$ cat config.mk
export PLATFORM = sky130hd
export DESIGN_NAME = rd_scoreboard
export DESIGN_NICKNAME = d
export VERILOG_FILES = /design/src/rtl/rd_scoreboard.sv
export SDC_FILE = /design/constraint.sdc
export NUM_CORES = 1
export LEC_CHECK = 0
export CAP_MARGIN = 20
export CELL_PAD_IN_SITES_DETAIL_PLACEMENT = 0
export CELL_PAD_IN_SITES_GLOBAL_PLACEMENT = 1
export CORE_ASPECT_RATIO = 1.5
export CORE_MARGIN = 5
export CORE_UTILIZATION = 35
export DETAILED_ROUTE_END_ITERATION = 10
export PLACE_DENSITY_LB_ADDON = 0.1
export SYNTH_ARGS = -nofsm -noshare
export SYNTH_HDL_FRONTEND = slang
export SYNTH_SLANG_ARGS = --single-unit
$ cat constraint.sdc
create_clock -name clk -period 20.4 [get_ports clk]
set_clock_uncertainty 0.15 [all_clocks]
set_input_delay 4.08 -clock clk [delete_from_list [all_inputs] [get_ports clk]]
set_output_delay 4.08 -clock clk [all_outputs]
set_load 0.02 [all_outputs]
$ cat src/rtl/rd_scoreboard.sv
// Decode-stage RAW hazard scoreboard: tracks destination registers still in flight
// and stalls decode when a source operand is not yet written back.
module rd_scoreboard #(
  parameter int NREG = 32,
  parameter int AW   = 5,
  parameter int CW   = 8
) (
  input  logic            clk,
  input  logic            reset,
  input  logic            issue_valid,
  input  logic            issue_wr,
  input  logic [AW-1:0]   issue_rd,
  input  logic [AW-1:0]   rs1,
  input  logic [AW-1:0]   rs2,
  input  logic            use_rs1,
  input  logic            use_rs2,
  input  logic            wb_valid,
  input  logic [AW-1:0]   wb_rd,
  input  logic            flush,
  output logic            stall,
  output logic            issue_accept,
  output logic [NREG-1:0] pending,
  output logic [AW:0]     inflight,
  output logic [CW-1:0]   stall_cycles
);

  localparam logic [CW-1:0] CNT_ONE = CW'(1);
  localparam logic [CW-1:0] CNT_MAX = '1;

  logic [NREG-1:0] wb_mask;
  logic [NREG-1:0] set_mask;
  logic [NREG-1:0] eff;
  logic [NREG-1:0] pending_nxt;
  logic [AW:0]     inflight_nxt;
  logic            rs1_busy;
  logic            rs2_busy;

  // NOTE: every always_comb output gets a default first, so no path can infer a latch.
  always_comb begin
    wb_mask = '0;
    if (wb_valid) wb_mask[wb_rd] = 1'b1;
    // Write-through register file: a same-cycle writeback already satisfies the read.
    eff = pending & ~wb_mask;

    rs1_busy     = use_rs1 && (rs1 != '0) && eff[rs1];
    rs2_busy     = use_rs2 && (rs2 != '0) && eff[rs2];
    stall        = issue_valid && !flush && (rs1_busy || rs2_busy);
    issue_accept = issue_valid && !stall && !flush;

    set_mask = '0;
    if (issue_accept && issue_wr && (issue_rd != '0)) set_mask[issue_rd] = 1'b1;

    // Set is OR-ed after the clear, so a new write to the retiring register stays pending.
    pending_nxt    = flush ? '0 : (eff | set_mask);
    pending_nxt[0] = 1'b0;

    inflight_nxt = '0;
    for (int i = 0; i < NREG; i++) begin
      inflight_nxt = inflight_nxt + {{AW{1'b0}}, pending_nxt[i]};
    end
  end

  // NOTE: sequential state uses non-blocking assignments so every register samples pre-edge values.
  always_ff @(posedge clk) begin
    if (reset) begin
      pending      <= '0;
      inflight     <= '0;
      stall_cycles <= '0;
    end else begin
      pending  <= pending_nxt;
      inflight <= inflight_nxt;
      if (stall && (stall_cycles != CNT_MAX)) stall_cycles <= stall_cycles + CNT_ONE;
    end
  end

endmodule

==> results of run 1 <==
area by class of cell:
cell class                 count  area (sq um)
fill                        1011          5520
multi-input combinational    315          2477
sequential                    45         900.9
tap                          117         146.4
clock buffer                   6         138.9
clock inverter                 2         37.54
timing repair buffer          78         770.7
inverter                      23         86.33
state kept, by name, summed over array words and instances, names as in the netlist:
register and flops:
inflight 6, pending 31, stall_cycles 8
logic make-up (layout without fill, tap and decap cells):
group	after synthesis	in the layout
mux	17	17
buf+inv	52	109
flops	45	45
other cells	1	1
compound gates	145	145
xor+xnor	4	4
fa+ha+maj	31	31
simple gates	117	117
cells in the mapped netlist (all sizes together) (5+ instances only):
master | n | area share [%]
inv | 21 | 2.2
mux2 | 7 | 2.2
nand3 | 16 | 2.2
buf | 5 | 0.70
o21ai | 34 | 4.8
nor2 | 19 | 2.0
clkbuf | 24 | 2.5
nand2 | 22 | 2.4
nor3 | 5 | 0.70
ha | 8 | 2.8
nor2b | 12 | 2.1
nand4b | 5 | 1.6
o211ai | 14 | 2.9
o22ai | 45 | 7.9
o22a | 17 | 4.2
a2111oi | 7 | 2.2
dfxtp | 45 | 25
nand2b | 8 | 1.4
mux2i | 8 | 2.2
a21oi | 7 | 0.98
nand4 | 8 | 1.6
fa | 23 | 13
routing by layer:
layer	share of wire (%)	vias to the layer above
li1	-	1691
met1	37	1794
met2	52	183
met3	6.0	54
met4	5.5	0
met5	0	-
cells in the final DEF (no fill, tap or decap), types with 3 or more instances in the layout:
master	count
o22ai_1	45
nor2_1	19
nor2b_1	12
o21ai_1	7
nand2_1	21
ha_1	8
o22a_1	17
buf_4	4
clkdlybuf4s50_1	74
mux2_1	3
mux2_2	4
nor4_1	3
o211ai_1	14
a21oi_1	7
nor3_1	5
mux2i_1	8
nand4b_1	3
fa_1	23
nor4b_1	3
nand4bb_1	3
nand4_1	7
a2111oi_0	6
nand3_1	16
clkbuf_16	5
inv_1	21
dfxtp_1	45
xor2_1	3
o21ai_0	27
nand2b_1	8
power by group:
group	internal, mW	total [mW]	switching [mW]
Combinational	0.0118	0.0318	0.0200
Sequential	0.0881	0.0883	0.000201
Clock	0.0612	0.0970	0.0358
per-stage QoR:
| step | util [%] | power (mW) | setup WS (ns) | cell area, sq um | hold WS [ns] |
|---|---|---|---|---|---|
| after detailed placement | 43.48 | 0.1215 | 7.571 | 4382 | 0.3427 |
| after floorplan | - | 0.1081 | 9.157 | 3580 | 0.4100 |
| after CTS | 45.23 | 0.2183 | 7.858 | 4558 | 0.3523 |
| final | 45.23 | 0.2171 | 7.813 | 4558 | 0.3594 |
| after global routing | 45.23 | 0.2243 | 7.443 | 4558 | 0.3773 |
| after global placement | 43.48 | 0.1216 | 7.730 | 4382 | 0.3322 |
tightest hold or removal path: cells and delay by family, from the launching register on:
| family | cells | cell delay [ns] |
|---|---|---|
| mux | 1 | 0.06 |
| simple gates | 1 | 0.07 |
| flops | 1 | 0.34 |
worst max path at each step:
stage                  start          end  slack (ns)  cells after the start
floorplan           wb_rd[0]  inflight[4]        9.16                     25
global placement    wb_rd[0]  inflight[4]        7.73                     25
detailed placement  wb_rd[0]  inflight[4]        7.57                     25
CTS                 wb_rd[0]  inflight[4]        7.86                     25
global route        wb_rd[0]  inflight[4]        7.44                     25
finish                rs2[0]  inflight[4]        7.81                     25
==> reports/metrics.csv, run 1 <==
stage,metric,value,unit
status,run status,"finished, final reports clean",
floorplan,Die Ht,133.9,um
grt,first-pass GRT wire length,20390,um
synth,syn nets,471,
worst_setup_path,R2R Setup Slk,12.66,ns
sta,post-route clock period utilization,61.70,%
grt,GRT Util Overall,20.95,%
worst_setup_path,WP data required,20.43,ns
worst_setup_path,critical path buffer and inverter count,6,
worst_setup_path,CP max stage cell,clkdlybuf4s50_1,
synth,main flop type after synthesis,dfxtp_1,
hold_path,Hold Crit Start,stall_cycles[1],
worst_setup_path,"Top cell by count, worst path",fa_1,
cts,htree depth,2,
synth,post-synthesis adder-cell area fraction,15.66,%
synth,"Seq/Total Area, Yosys",25.17,%
route,drt drc,0,
hold_path,Hold Path Cell Cnt,2,
route,Via density,6.352,
route,ANT nets after route,0,
cts,Post-CTS Resized,0,
sta,RSZ-0062 raised after global routing,false,
worst_setup_path,Reg2Reg Depth,24,
pwr,pwr/cell area,47.64,mW/mm^2
grt,GRT met2 Usage,38.23,%
synth,Synth warnings,0,
sta,fin crit period,12.59,ns
synth,Mapped Avg Cell Area,8.689,sq um
route,via count,3722,
worst_setup_path,critical path endpoint category,flop,
grt,initial antenna violation count,0,
cells_and_area,# nets final,527,
grt,GRT busiest layer,met2,
worst_setup_path,Critical Path Max Stage Delay,0.90,ns
cts,clock buffer depth,2,
synth,Post-Synth Simple-Gate Area,18.94,%
cts,cts bufs inserted,5,
synth,Netlist cell types,64,
place,Inst Count DP,578,
synth,"flops & latches, synth",45,
route,DR WL/cell,22.14,um
sta,# setup viols final,0,
run,maxcap violations,0,
synth,Post-Synth XOR/XNOR Area,0.9787,%
cts,post-CTS setup buffers,0,
floorplan,die footprint,0.01239,sq mm
worst_setup_path,RR Startpoint,pending[9],
worst_setup_path,critical path arrival,12.62,ns
synth,cell count after synthesis,412,
floorplan,io pins,76,
cells_and_area,layout cell share with drive strength beyond 1,5.544,%
worst_setup_path,crit path max fanout,18,
place,post-DP HPWL,10240,um
worst_setup_path,"CP delay by family, top",adder cells,
cells_and_area,antenna cells,0,
grt,vias in the first global route,3706,
synth,Compound-Gate Fraction of Synth Area,27.82,%
pwr,Peak VDD IR,0.02570,mV
worst_setup_path,kind of critical path,input pin to flop,
cells_and_area,Finished Layout Cells,586,
sta,Setup TNS,0,ns
grt,largest net degree at the start of global routing,37,
grt,met1 GRT Util,23.04,%
pwr,Leak,1.636,nW
sta,"Hold Vio Cnt, Final",0,
route,Initial DRC Count,339,
sta,Fmax,79.45,MHz
cts,CTS sink count,45,
sta,Max Transition Viols Final,0,
place,Routability Congestion,0.9007,
sta,Slew Limit Headroom,45.99,%
cts,Worst-path clk slew,0.07,ns
worst_setup_path,Setup crit start kind,input pin,
synth,Post-synth EDFFs,0,
cts,clock root buffer,clkbuf_16,
cells_and_area,Layout area overhead,27.33,%
synth,largest family of logic cells by synthesized area,compound AO/OA/AOI/OAI gates,
floorplan,Starting Density,35.52,%
floorplan,# rows,45,
cts,CTS tree,done,
synth,async set or reset register ratio after synthesis,0,%
cts,worst skew pair latency,0.29,ns
hold_path,hold endpoint,stall_cycles[1],
sta,worst slew pin tran,0.8028,ns
worst_setup_path,r2r endpoint,inflight[4],
floorplan,Die W,92.58,um
place,buffers added on ports,74,
grt,met3 Usage GRT,3.311,%
floorplan,Core Box Area,0.01008,sq mm
grt,grt ovf,0,
hold_path,worst hold path class,flop to flop,
cts,hold_buf cts,0,
synth,Synth Cell Area,0.003580,sq mm
synth,multiplexer area fraction after synthesis,5.697,%
route,WL final,12970,um
route,DRT Pass-1 Iters,6,
Note: power is estimated with default switching activity, not from simulation.
==> run 2: changes to the inputs <==
==> constraint.sdc (replaced) <==
create_clock -name clk -period 11.3 [get_ports clk]
set_clock_uncertainty 0.15 [all_clocks]
set_input_delay 2.26 -clock clk [delete_from_list [all_inputs] [get_ports clk]]
set_output_delay 2.26 -clock clk [all_outputs]
set_load 0.02 [all_outputs]
==> run 2 against run 1 <==
Effect of this change: wire length up 2.6%; clock power grew 82%; register-to-register slack got worse by 8.8 ns; utilization increased by 0.60 points; highest routed layer unchanged.
==> reports/metrics.csv, run 2 (same netlist as run 1, synthesis figures left out) <==
stage,metric,value,unit
status,run status,"finished, final reports clean",
route,Initial DRC Count,288,
route,WL final,13300,um
route,via count,3669,
route,Via density,6.177,
cts,Worst-path clk slew,0.07,ns
floorplan,Starting Density,35.52,%
worst_setup_path,critical path arrival,10.35,ns
floorplan,die footprint,0.01239,sq mm
cells_and_area,antenna cells,0,
worst_setup_path,crit path max fanout,16,
worst_setup_path,kind of critical path,input pin to flop,
cells_and_area,Top Registers,"pending x31, stall_cycles x8, inflight x6",
worst_setup_path,WP data required,11.31,ns
cts,hold_buf cts,0,
pwr,Peak VDD IR,0.08230,mV
route,ANT nets after route,0,
cells_and_area,"commonest cells after routing, fill and taps aside","74 x clkdlybuf4s50_1, 45 x o22ai_1, 45 x dfxtp_1",
cts,worst skew pair latency,0.29,ns
sta,Max Transition Viols Final,0,
sta,RSZ-0062 raised after global routing,false,
sta,PnR worst setup slack,0.9534,ns
worst_setup_path,Setup crit start kind,input pin,
pwr,Leak,1.670,nW
sta,# setup viols final,0,
cts,cts bufs inserted,5,
cells_and_area,"commonest non-fill, non-tap cell in the layout",clkdlybuf4s50_1,
floorplan,io pins,76,
sta,"Hold Vio Cnt, Final",0,
sta,Fmax,96.65,MHz
grt,first-pass GRT wire length,20710,um
sta,worst hold slack,0.3456,ns
route,drt drc,0,
cells_and_area,# fillers,993,
cts,Post-CTS Resized,0,
cells_and_area,"Most flops, register",pending,
cts,CTS tree,done,
grt,GRT Util Overall,21.82,%
floorplan,Die W,92.58,um
grt,initial antenna violation count,0,
place,Inst Count DP,586,
route,DR WL/cell,22.40,um
place,post-DP HPWL,10690,um
cells_and_area,layout cell share with drive strength beyond 1,7.128,%
floorplan,Die Ht,133.9,um
cells_and_area,# nets final,535,
cells_and_area,Layout area overhead,29.01,%
sta,worst slew pin tran,0.8180,ns
sta,post-route clock period utilization,91.56,%
floorplan,# rows,45,
worst_setup_path,critical path endpoint category,flop,
sta,fin crit period,10.35,ns
cells_and_area,Finished Layout Cells,594,
cells_and_area,max FFs per register,31,
place,pre-CTS setup slack,0.6715,ns
pwr,pwr/cell area,85.46,mW/mm^2
route,DRT Pass-1 Iters,5,
run,maxcap violations,0,
cts,htree depth,2,
place,Routability Congestion,0.9417,
sta,Setup TNS,0,ns
floorplan,Core Box Area,0.01008,sq mm
hold_path,worst hold path class,flop to flop,
cts,clock buffer depth,2,
cts,clock root buffer,clkbuf_16,
grt,vias in the first global route,3701,
grt,grt ovf,0,
grt,largest net degree at the start of global routing,37,
cts,CTS sink count,45,
cts,post-CTS setup buffers,0,
place,buffers added on ports,74,
sta,Slew Limit Headroom,44.05,%
## run 2: area by class of cell
type	instances	area (sq um)	share of cell area (%)
clock buffers	6	138.9	3.007
clock inverters	2	37.54	0.8128
inverters	23	86.33	1.869
multi-input cells	315	2477	53.64
flip-flops and latches	45	900.9	19.51
well taps	117	146.4	3.170
repair buffers	86	830.8	17.99
## run 2: path summary, 6_finish.rpt
kind | start | end | slack (ns) | depth (start not counted)
hold / removal | stall_cycles[1] | stall_cycles[1] | 0.35 | 2
hold reg to reg | stall_cycles[1] | stall_cycles[1] | 0.35 | 2
setup reg to reg | pending[27] | inflight[4] | 3.86 | 24
setup / recovery | wb_rd[3] | inflight[4] | 0.95 | 24
## run 2: metal layers
layer / vias up / GRT usage, % / wire length [um]
li1: 1701 / - / -
met1: 1756 / 23.15 / 4852
met2: 162 / 39.04 / 6866
met3: 50 / 3.367 / 663
met4: 0 / 14.96 / 920
met5: - / 0 / 0
## run 2: critical path, stage by stage
cell and delay, ns:
clkdlybuf4s50_1 0.54, nand4b_1 0.48, o21ai_0 0.75, mux4_2 0.38, mux2i_1 0.07, o221a_2 0.29, a2111oi_4 0.26, nand4b_2 0.45
o22a_1 0.35, fa_1 0.57, fa_1 0.43, fa_1 0.50, inv_1 0.05, fa_1 0.48, fa_1 0.53, inv_1 0.05
fa_1 0.47, inv_1 0.05, fa_1 0.39, fa_1 0.42, a21o_1 0.19, a21oi_1 0.16, xor2_1 0.17, nor2_1 0.05
## run 2: per-stage QoR
stage               total power [mW]  util [%]  instance area, sq um
floorplan                     0.1952         -                  3580
global placement              0.2210     44.07                  4442
detailed placement            0.2201     44.07                  4442
CTS                           0.3972     45.82                  4618
global route                  0.4080     45.82                  4618
finish                        0.3947     45.82                  4618
## run 2: power by group
part	internal, mW	switching [mW]	leakage (nW)
logic	0.0216	0.0362	1.22
registers	0.159	0.000359	0.362
clock network	0.110	0.0670	0.0831
==> run 3: changes to the inputs <==
==> constraint.sdc (replaced) <==
create_clock -name clk -period 11.6 [get_ports clk]
set_clock_uncertainty 0.15 [all_clocks]
set_input_delay 2.32 -clock clk [delete_from_list [all_inputs] [get_ports clk]]
set_output_delay 2.32 -clock clk [all_outputs]
set_load 0.02 [all_outputs]
==> run 3 against run 2 <==
Effect of this change: hold slack gained 0.0016 ns; die area unchanged; global-route usage grew 0.19 points; sequential share of layout area fell by 0.16 points; utilization increased by 0.37 points; wire length rose by 1.5%; critical endpoint unchanged; largest power group unchanged.
==> reports/metrics.csv, run 3 (same netlist as run 1, synthesis figures left out) <==
stage,metric,value,unit
status,run status,"finished, final reports clean",
route,Initial DRC Count,281,
place,pre-CTS setup slack,1.009,ns
worst_setup_path,critical path arrival,10.35,ns
cells_and_area,"commonest cells after routing, fill and taps aside","74 x clkdlybuf4s50_1, 45 x o22ai_1, 45 x dfxtp_1",
cts,CTS sink count,45,
worst_setup_path,"CP delay by family, top",adder cells,
sta,Setup TNS,0,ns
run,maxcap violations,0,
cts,hold_buf cts,0,
cells_and_area,"Most flops, register",pending,
pwr,pwr/cell area,82.02,mW/mm^2
cts,cts bufs inserted,5,
grt,GRT Util Overall,22.02,%
cts,htree depth,2,
worst_setup_path,kind of critical path,input pin to flop,
cells_and_area,fin area,0.004656,sq mm
cts,clock root buffer,clkbuf_16,
cts,clock buffer depth,2,
worst_setup_path,critical path buffer and inverter count,4,
grt,vias in the first global route,3765,
worst_setup_path,RR Startpoint,pending[27],
worst_setup_path,r2r endpoint,inflight[4],
worst_setup_path,critical path endpoint category,flop,
floorplan,Core Box Area,0.01008,sq mm
place,Routability Congestion,0.9517,
worst_setup_path,R2R Setup Slk,4.14,ns
place,post-DP HPWL,10920,um
sta,RSZ-0062 raised after global routing,false,
worst_setup_path,CP max stage cell,or4b_1,
sta,Fmax,96.93,MHz
worst_setup_path,Setup crit start kind,input pin,
route,drt drc,0,
route,ANT nets after route,0,
floorplan,Die Ht,133.9,um
pwr,Sequential Power Share,40.7,%
worst_setup_path,Critical Path Sink,inflight[4],
worst_setup_path,crit path max fanout,16,
cells_and_area,# nets final,540,
cells_and_area,Layout area overhead,30.06,%
grt,initial antenna violation count,0,
worst_setup_path,Critical Path Max Stage Delay,0.69,ns
cts,post-CTS setup buffers,0,
cts,CTS tree,done,
sta,post-route clock period utilization,88.94,%
pwr,net switching fraction of the power,25.72,%
sta,Max Transition Viols Final,0,
worst_setup_path,"Top cell by count, worst path",fa_1,
worst_setup_path,critical-path cell list,clkdlybuf4s50_1 -> or4b_1 -> o21ai_1 -> mux2i_1 -> a222oi_1 -> o211ai_1 -> a2111oi_4 -> nand4b_2 -> o22a_1 -> fa_1 -> inv_1 -> fa_1 -> fa_1 -> fa_1 -> fa_1 -> inv_1 -> fa_1 -> inv_1 -> fa_1 -> fa_1 -> a21o_1 -> a21oi_1 -> xor2_1 -> nor2_1,
place,post-placement cell area,0.004479,sq mm
floorplan,die footprint,0.01239,sq mm
pwr,Leak,1.691,nW
worst_setup_path,crit path launch,wb_rd[0],
pwr,Peak VDD IR,0.05854,mV
sta,PnR worst setup slack,1.283,ns
cells_and_area,Top Registers,"pending x31, stall_cycles x8, inflight x6",
cts,Post-CTS Resized,0,
floorplan,# rows,45,
grt,largest net degree at the start of global routing,37,
hold_path,Hold Crit Start,stall_cycles[1],
sta,fin crit period,10.32,ns
grt,first-pass GRT wire length,21090,um
sta,Slew Limit Headroom,40.34,%
cells_and_area,layout cell share with drive strength beyond 1,8.091,%
floorplan,Die W,92.58,um
route,via count,3692,
floorplan,io pins,76,
pwr,clock power share,44.5,%
hold_path,worst hold path class,flop to flop,
worst_setup_path,Critical Path Stages,24,
cts,Worst-path clk slew,0.07,ns
cells_and_area,Finished Core Util,46.19,%
place,buffers added on ports,74,
sta,# setup viols final,0,
route,DR WL/cell,22.55,um
route,WL final,13510,um
pwr,internal cell power,283.7,uW
route,Via density,6.164,
pwr,Psw,98.22,uW
pwr,combinational share of power,14.8,%
sta,"Hold Vio Cnt, Final",0,
grt,grt ovf,0,
worst_setup_path,Reg2Reg Depth,24,
route,DRT Pass-1 Iters,5,
pwr,Final Power,381.9,uW
cts,worst skew pair latency,0.29,ns
worst_setup_path,WP data required,11.63,ns
cells_and_area,max FFs per register,31,
sta,worst slew pin tran,0.8825,ns
cells_and_area,"commonest non-fill, non-tap cell in the layout",clkdlybuf4s50_1,
cells_and_area,antenna cells,0,
floorplan,Starting Density,35.52,%
[run 3: area by class of cell]
cell class                      instances  area [sq um]
Inverter                               23         86.33
Clock buffer                            6         138.9
Multi-Input combinational cell        315          2477
Tap cell                              117         146.4
Timing Repair Buffer                   91         868.3
Fill cell                            1023          5423
Sequential cell                        45         900.9
Clock inverter                          2         37.54
[run 3: worst register-to-register path: stages, from the launching register on]
cell and delay [ns]:
dfxtp_1 0.39, o21ai_0 0.11, buf_4 0.18, mux2_2 0.25
a2111oi_0 0.71, o221a_2 0.36, a2111oi_4 0.05, buf_4 0.23
nand2_2 0.28, o22a_1 0.24, fa_1 0.44, fa_1 0.49
fa_1 0.49, inv_1 0.05, fa_1 0.47, fa_1 0.52
inv_1 0.05, fa_1 0.47, inv_1 0.05, fa_1 0.39
fa_1 0.41, a21o_1 0.19, a21oi_1 0.16, xor2_1 0.15
nor2_1 0.05
[run 3: routing by layer]
metal	routed length, um	track usage, %
met1	4907	23.45
met2	7203	40.69
met3	709	2.694
met4	687	13.22
met5	0	0
[run 3: worst min-delay path by stage]
stage | end | slack [ns] | depth (start not counted)
final | stall_cycles[1] | 0.35 | 2
after global routing | stall_cycles[1] | 0.38 | 2
after CTS | stall_cycles[1] | 0.35 | 2
after detailed placement | stall_cycles[1] | 0.34 | 2
after global placement | stall_cycles[1] | 0.33 | 2
after floorplan | stall_cycles[1] | 0.41 | 2
[run 3: metrics by stage]
stage	instances	hold slack (ns)
after global placement	591	0.3328
after global routing	599	0.3797
after floorplan	412	0.4100
final	599	0.3473
after detailed placement	591	0.3449
after CTS	599	0.3545
[run 3: power groups by stage]
stage	registers, mW	logic, mW	clock network (mW)
detailed placement	0.159	0.0556	0
global route	0.155	0.0605	0.177
floorplan	0.159	0.0309	0
finish	0.155	0.0565	0.170
CTS	0.155	0.0560	0.172
global placement	0.159	0.0562	0
